===== src/rtl/riscv_pkg.sv =====
// ---------------------------------------------------------------------------
// riscv_pkg
// Shared definitions for the RV32I pipeline front end.
//   XLEN          : architectural register / address width
//   NOP_INSN      : canonical bubble encoding (addi x0, x0, 0)
//   fetch_state_t : fetch-stage sequencer states
// ---------------------------------------------------------------------------
package riscv_pkg;

    localparam int XLEN = 32;

    localparam logic [XLEN-1:0] NOP_INSN = 32'h0000_0013;

    // FETCH : request to imem is presented
    // WAIT  : one request outstanding, response will be used
    // FULL  : response captured in the skid buffer, decode is stalled
    // DROP  : one request outstanding whose response must be discarded
    typedef enum logic [1:0] {
        FETCH = 2'd0,
        WAIT  = 2'd1,
        FULL  = 2'd2,
        DROP  = 2'd3
    } fetch_state_t;

endpackage


===== src/rtl/if_id_reg.sv =====
// ---------------------------------------------------------------------------
// if_id_reg
// IF/ID pipeline register between fetch and decode.
//   clk, rst        : clock, synchronous active-high reset
//   load            : a fetched instruction is delivered this cycle
//   stall           : decode cannot advance, hold current contents
//   flush           : squash contents to a bubble (wins over stall)
//   load_insn/pc    : instruction and its PC to capture when load is high
//   instruction_d1  : registered instruction to decode
//   pc_d            : registered PC to decode
//   valid_d         : register holds a real instruction
// Priority: rst/flush > stall > load > bubble.
// ---------------------------------------------------------------------------
module if_id_reg
    import riscv_pkg::*;
#(
    parameter logic [XLEN-1:0] BUBBLE_INSN = NOP_INSN
) (
    input  logic            clk,
    input  logic            rst,
    input  logic            load,
    input  logic            stall,
    input  logic            flush,
    input  logic [XLEN-1:0] load_insn,
    input  logic [XLEN-1:0] load_pc,
    output logic [XLEN-1:0] instruction_d1,
    output logic [XLEN-1:0] pc_d,
    output logic            valid_d
);

    always_ff @(posedge clk) begin
        if (rst || flush) begin
            instruction_d1 <= BUBBLE_INSN;
            pc_d           <= '0;
            valid_d        <= 1'b0;
        end else if (!stall) begin
            if (load) begin
                instruction_d1 <= load_insn;
                pc_d           <= load_pc;
                valid_d        <= 1'b1;
            end else begin
                // Decode advanced and nothing new arrived: insert a bubble so
                // the same instruction is never issued twice.
                instruction_d1 <= BUBBLE_INSN;
                pc_d           <= '0;
                valid_d        <= 1'b0;
            end
        end
    end

endmodule


===== src/rtl/fetch_stage.sv =====
// ---------------------------------------------------------------------------
// fetch_stage
// Instruction-fetch stage of the 5-stage RV32I pipeline. Owns the fetch PC,
// issues one instruction-memory request at a time, and feeds the IF/ID
// register that decode reads. Decode stalls are absorbed by a one-entry skid
// buffer; EX redirects squash the IF/ID register, the skid buffer and any
// request still in flight.
//
// Parameters
//   RESET_PC        : fetch PC loaded on reset
//   NOP_INSN        : bubble encoding driven on instruction_d1 when empty
// Ports
//   clk, rst        : clock, synchronous active-high reset
//   imem_req_valid  : request valid (from registered state only)
//   imem_req_ready  : memory accepts the request this cycle
//   imem_req_addr   : word-aligned fetch address
//   imem_rsp_valid  : response data valid
//   imem_rsp_data   : returned instruction
//   stall_d         : decode cannot advance, IF/ID holds
//   redirect_valid  : control-flow change from EX (highest priority)
//   redirect_pc     : new fetch target, low two bits forced to zero
//   instruction_d1  : IF/ID instruction
//   pc_d            : IF/ID PC
//   valid_d         : IF/ID holds a real instruction
// ---------------------------------------------------------------------------
module fetch_stage
    import riscv_pkg::*;
#(
    parameter logic [XLEN-1:0] RESET_PC = 32'h0000_0000,
    parameter logic [XLEN-1:0] NOP_INSN = riscv_pkg::NOP_INSN
) (
    input  logic            clk,
    input  logic            rst,
    output logic            imem_req_valid,
    input  logic            imem_req_ready,
    output logic [XLEN-1:0] imem_req_addr,
    input  logic            imem_rsp_valid,
    input  logic [XLEN-1:0] imem_rsp_data,
    input  logic            stall_d,
    input  logic            redirect_valid,
    input  logic [XLEN-1:0] redirect_pc,
    output logic [XLEN-1:0] instruction_d1,
    output logic [XLEN-1:0] pc_d,
    output logic            valid_d
);

    fetch_state_t    state;
    fetch_state_t    state_next;

    logic [XLEN-1:0] pc_f;
    logic [XLEN-1:0] req_pc;
    logic [XLEN-1:0] buf_insn;
    logic [XLEN-1:0] buf_pc;
    logic            buf_valid;

    logic            req_fire;
    logic            rsp_take;
    logic            deliver_rsp;
    logic            deliver_buf;
    logic            capture_buf;
    logic            ifid_load;
    logic [XLEN-1:0] ifid_insn;
    logic [XLEN-1:0] ifid_pc;
    logic            in_flight_next;

    // Request channel: valid depends only on the registered state, so the
    // address (pc_f) cannot move until the handshake completes or EX
    // redirects. rst masks it because state is meaningless until reset lands.
    assign imem_req_valid = (state == FETCH) && !rst;
    assign imem_req_addr  = pc_f;
    assign req_fire       = imem_req_valid && imem_req_ready;

    // A response is only meaningful in WAIT; in DROP it is swallowed.
    assign rsp_take    = (state == WAIT) && imem_rsp_valid;
    assign deliver_rsp = rsp_take && !stall_d && !redirect_valid;
    assign capture_buf = rsp_take && stall_d && !redirect_valid;
    assign deliver_buf = (state == FULL) && buf_valid && !stall_d && !redirect_valid;

    assign ifid_load = deliver_rsp || deliver_buf;
    assign ifid_insn = deliver_buf ? buf_insn : imem_rsp_data;
    assign ifid_pc   = deliver_buf ? buf_pc   : req_pc;

    // After a redirect edge a request is still outstanding if the one we were
    // waiting on has not come back yet, or one is being accepted right now.
    assign in_flight_next = (((state == WAIT) || (state == DROP)) && !imem_rsp_valid)
                            || req_fire;

    always_comb begin
        state_next = state;
        if (redirect_valid) begin
            state_next = in_flight_next ? DROP : FETCH;
        end else begin
            case (state)
                FETCH: if (req_fire)       state_next = WAIT;
                WAIT:  if (imem_rsp_valid) state_next = stall_d ? FULL : FETCH;
                FULL:  if (!stall_d)       state_next = FETCH;
                DROP:  if (imem_rsp_valid) state_next = FETCH;
                default:                   state_next = FETCH;
            endcase
        end
    end

    // Control state: sequencer, fetch PC, skid-buffer occupancy
    always_ff @(posedge clk) begin
        if (rst) begin
            state     <= FETCH;
            pc_f      <= RESET_PC;
            buf_valid <= 1'b0;
        end else begin
            state <= state_next;

            if (redirect_valid) begin
                pc_f <= {redirect_pc[XLEN-1:2], 2'b00};
            end else if (req_fire) begin
                pc_f <= pc_f + 32'd4;
            end

            if (redirect_valid || deliver_buf) begin
                buf_valid <= 1'b0;
            end else if (capture_buf) begin
                buf_valid <= 1'b1;
            end
        end
    end

    // Data-only registers; their contents are qualified by state/buf_valid.
    always_ff @(posedge clk) begin
        if (req_fire) begin
            req_pc <= pc_f;
        end
        if (capture_buf) begin
            buf_insn <= imem_rsp_data;
            buf_pc   <= req_pc;
        end
    end

    // IF/ID boundary
    if_id_reg #(
        .BUBBLE_INSN (NOP_INSN)
    ) u_if_id_reg (
        .clk            (clk),
        .rst            (rst),
        .load           (ifid_load),
        .stall          (stall_d),
        .flush          (redirect_valid),
        .load_insn      (ifid_insn),
        .load_pc        (ifid_pc),
        .instruction_d1 (instruction_d1),
        .pc_d           (pc_d),
        .valid_d        (valid_d)
    );

    // Only one request may be outstanding, so a response outside WAIT/DROP
    // means the memory broke protocol.
    a_rsp_only_when_outstanding: assert property (
        @(posedge clk) disable iff (rst)
        imem_rsp_valid |-> ((state == WAIT) || (state == DROP))
    );

    // A presented request keeps valid and address until accepted or redirected.
    a_req_stable: assert property (
        @(posedge clk) disable iff (rst)
        (imem_req_valid && !imem_req_ready && !redirect_valid)
        |=> (imem_req_valid && $stable(imem_req_addr))
    );

endmodule


===== config.mk =====
export PLATFORM = sky130hd
export DESIGN_NAME = fetch_stage
export DESIGN_NICKNAME = d
export VERILOG_FILES = /design/src/rtl/riscv_pkg.sv /design/src/rtl/if_id_reg.sv /design/src/rtl/fetch_stage.sv
export SDC_FILE = /design/constraint.sdc
export NUM_CORES = 1
export LEC_CHECK = 0
export ABC_AREA = 1
export ABC_CLOCK_PERIOD_IN_PS = 4600
export BUFFER_PORTS_ARGS = -buffer_cell sky130_fd_sc_hd__buf_4
export CAP_MARGIN = 20
export CORE_MARGIN = 2
export CORE_UTILIZATION = 55
export DETAILED_ROUTE_END_ITERATION = 10
export PLACE_DENSITY = 0.89
export RECOVER_POWER = 50
export SYNTH_ARGS = -nofsm -noshare
export SYNTH_HDL_FRONTEND = slang
export SYNTH_SLANG_ARGS = --single-unit

===== constraint.sdc =====
create_clock -name clk -period 4.6 [get_ports clk]
set_input_delay 0.69 -clock clk [delete_from_list [all_inputs] [get_ports clk]]
set_output_delay 0.69 -clock clk [all_outputs]
set_load 0.1 [all_outputs]

==> key figures <==
GRT
  • Gr usage total: 23.9%
  • Global-route wire length before repair: 30.7 mm
  • Initial antenna violation count: 0
  • Largest net degree at the start of global routing: 64
  • Vias in the first global route: 6260
  • GRT overflow: 0

Synth
  • Xor and xnor area share after synthesis: less than 1%
  • Largest family of logic cells by synthesized area: simple AND/OR/NAND/NOR gates
  • #FFs+latches synth: around 190
  • EDFF count, synth: 92
  • Simple-gate share of the synthesized area: 21.8%
  • Seq/Total Area, Yosys: a little under three fifths
  • Synth Cell Area: 8330 sq um
  • Synth Flop Type: dfxtp_1
  • Syn Inst Count: 939
  • YS warnings: 0
  • Post-synthesis mux area share: 0%
  • Avg Inst Size Synth: 8.87 sq um
  • Synth Area in Adders: 0.150%
  • Async SR Flop Fraction: 0%
  • Unique cell type count in the Yosys netlist: 36
  • Compound-Gate Fraction of Synth Area: 13.0%

Drt
  • Wire per inst: around 15 um
  • Drt total wl: 19.0 mm
  • Vias: about 6700
  • Post-DR vias/cell: 5.23
  • Initial DRT Pass Iterations: 5
  • DRT antenna net count: 0
  • DRC: 0
  • Initial DRC Count: ~370

STA
  • Slew margin rel.: 2.77%
  • Setup TNS: 0 ns
  • Worst-Margin Slew: 1.46 ns
  • Fin crit share: 75.3%
  • Clock skew: 0.00968 ns
  • Min Tclk post-route: 3.47 ns
  • Final Hold Viols: 0
  • Fmax: between 0.2 and 0.3 GHz
  • RSZ-0062 raised after global routing: false
  • Final setup violation count: 0
  • Hold slack: 0.452 ns
  • Slew Viols, Final: 0

Clocking
  • Max clock buf depth: 2
  • CTS H-tree lvls: 4
  • Reg clk slew, reported paths: around 0.07 ns
  • CTS Root Cell: clkbuf_16
  • CTS tree: built
  • Clk_lat worst skew: 0.43 ns
  • Post-CTS Setup Inserts: 0
  • Post-CTS Hold Fix Bufs: 0
  • PostCTS Resize Cnt: 0
  • Clock buffer count from CTS: 17
  • Clock sinks: roughly 190

Outcome
  • Status: finished clean

Layout
  • Fillers: about 1300
  • Layout cells sized above 1: 14.4%
  • Post-Layout Cell Count: around 1300
  • Fin util: 66.1%
  • ANT cells: 0
  • Layout area overhead: 16.3%
  • Layout Nets: 1151

Worst setup path
  • CP arrival: around 3.7 ns
  • Required @ worst endpoint: ~4.9 ns
  • Startpoint Class: input pin
  • Critical path peak fanout: 31
  • Crit. End Element: flop
  • Setup CP Type: input pin to flop

Job
  • Maxcap violations: 0

Pwr
  • LEAKAGE: 3.70 nW
  • P per Cell Area: 376 nW/um^2
  • Peak VDD IR: 0.000273 V
  • Design Power: 0.00364 W

Floorplanning
  • IO Pins: between 150 and 200
  • Die height: 127 um
  • Die Wd: 127 um
  • Core box area: approximately 15000 sq um
  • Die footprint: 16100 sq um
  • Initial Util: 56.9%
  • Num rows: 44

Placement
  • Port Buffer Count: roughly 160
  • Placed instance count: 1245
  • DP Wirelength: approximately 13 mm
  • Routability congestion estimate: 0.920

Min path
  • Hold Crit Class: flop to flop
## final timing paths
| kind | from | end | slack [ns] | depth (start not counted) |
|---|---|---|---|---|
| max | rst | state[1] | 1.13 | 8 |
| min | req_pc[19] | buf_pc[19] | 0.45 | 0 |
| max reg2reg | state[0] | req_pc[27] | 2.26 | 4 |
| min reg2reg | req_pc[19] | buf_pc[19] | 0.45 | 0 |
## worst max-delay path, cell delays in order
cell      delay, ns
clkbuf_1       1.04
inv_1          0.33
nand3_1        0.49
nand2_1        0.52
inv_1          0.39
nand2_1        0.09
nand3_1        0.09
a21oi_1        0.06
## state kept, by name, summed over array words and instances, names as in the netlist
signal and count:
imem_req_addr 30, buf_valid 1, buf_pc 30, u_if_id_reg.valid_d 1
buf_insn 32, u_if_id_reg.pc_d 30, u_if_id_reg.instruction_d1 32, req_pc 30
state 2
## cell usage after synthesis (6+ instances only)
cell type,n,share of area (%)
o211ai_2,28,4.2
clkbuf_1,17,0.77
nand3_1,46,2.8
a21oi_1,53,3.2
buf_4,13,1.2
buf_2,7,0.42
nand2_1,335,15
nor2_1,56,2.5
a31oi_1,6,0.45
o21ai_0,32,1.9
buf_6,6,0.81
dfxtp_1,96,23
edfxtp_1,92,33
inv_1,89,4.0
a21oi_2,28,2.9
## cell type report
cell class | count | area (sq um) | area share [%]
clock inverters | 12 | 149 | 1.54
inverters | 93 | 349 | 3.60
flip-flops and latches | 188 | 4680 | 48.4
clock buffers | 19 | 433 | 4.47
multi-input cells | 614 | 2980 | 30.7
repair buffers | 166 | 865 | 8.93
well taps | 184 | 230 | 2.38
## stage by stage
stage / worst slack [ns] / instance area [sq um]
final: 1.13 / 9690
after global routing: 0.985 / 9690
after CTS: 2.08 / 10100
after detailed placement: 1.67 / 9510
after global placement: 1.68 / 9510
after floorplan: 0.378 / 8340
## power by group
| part | switching [W] | internal [W] | total (W) |
|---|---|---|---|
| clock network | 0.000601 | 0.000848 | 0.00145 |
| registers | 0.0000407 | 0.00179 | 0.00184 |
| logic | 0.000274 | 0.0000794 | 0.000353 |
## layer usage
metal / global-route usage [%] / up-vias / part of all wire (%)
li1: - / 3322 / -
met1: 31.3 / 3094 / 43
met2: 40.1 / 236 / 50
met3: 4.52 / 22 / 6.3
met4: 8.53 / 0 / 1.3
met5: 0 / - / 0
## cells in the final DEF, fill, tap and decap left out, types with 2 or more instances in the layout
master and count:
a31oi_1 6, inv_2 4, nand3_1 47, edfxtp_1 92
bufinv_16 3, nand4_1 3, dfxtp_1 96, clkbuf_4 18
clkinv_4 3, and2_1 2, clkinv_1 2, nor2_1 55
conb_1 4, clkinv_2 2, o21ai_0 32, inv_1 89
clkbuf_1 107, nor2_2 5, nand2_1 336, clkinvlp_4 2
xor2_1 4, clkbuf_16 17, a21oi_2 28, a21oi_1 53
buf_4 42, o211ai_2 28
## logic make-up after synthesis
| logic type | count (synthesis) |
|---|---|
| adders and majority gates | 1 |
| other | 1 |
| AOI/OAI and AO/OA | 151 |
| and+or+nand+nor | 453 |
| buffers and inverters | 140 |
| xor gates and xnor gates | 5 |
| DFF | 188 |
No activity file was read; power rests on OpenSTA's default activity.
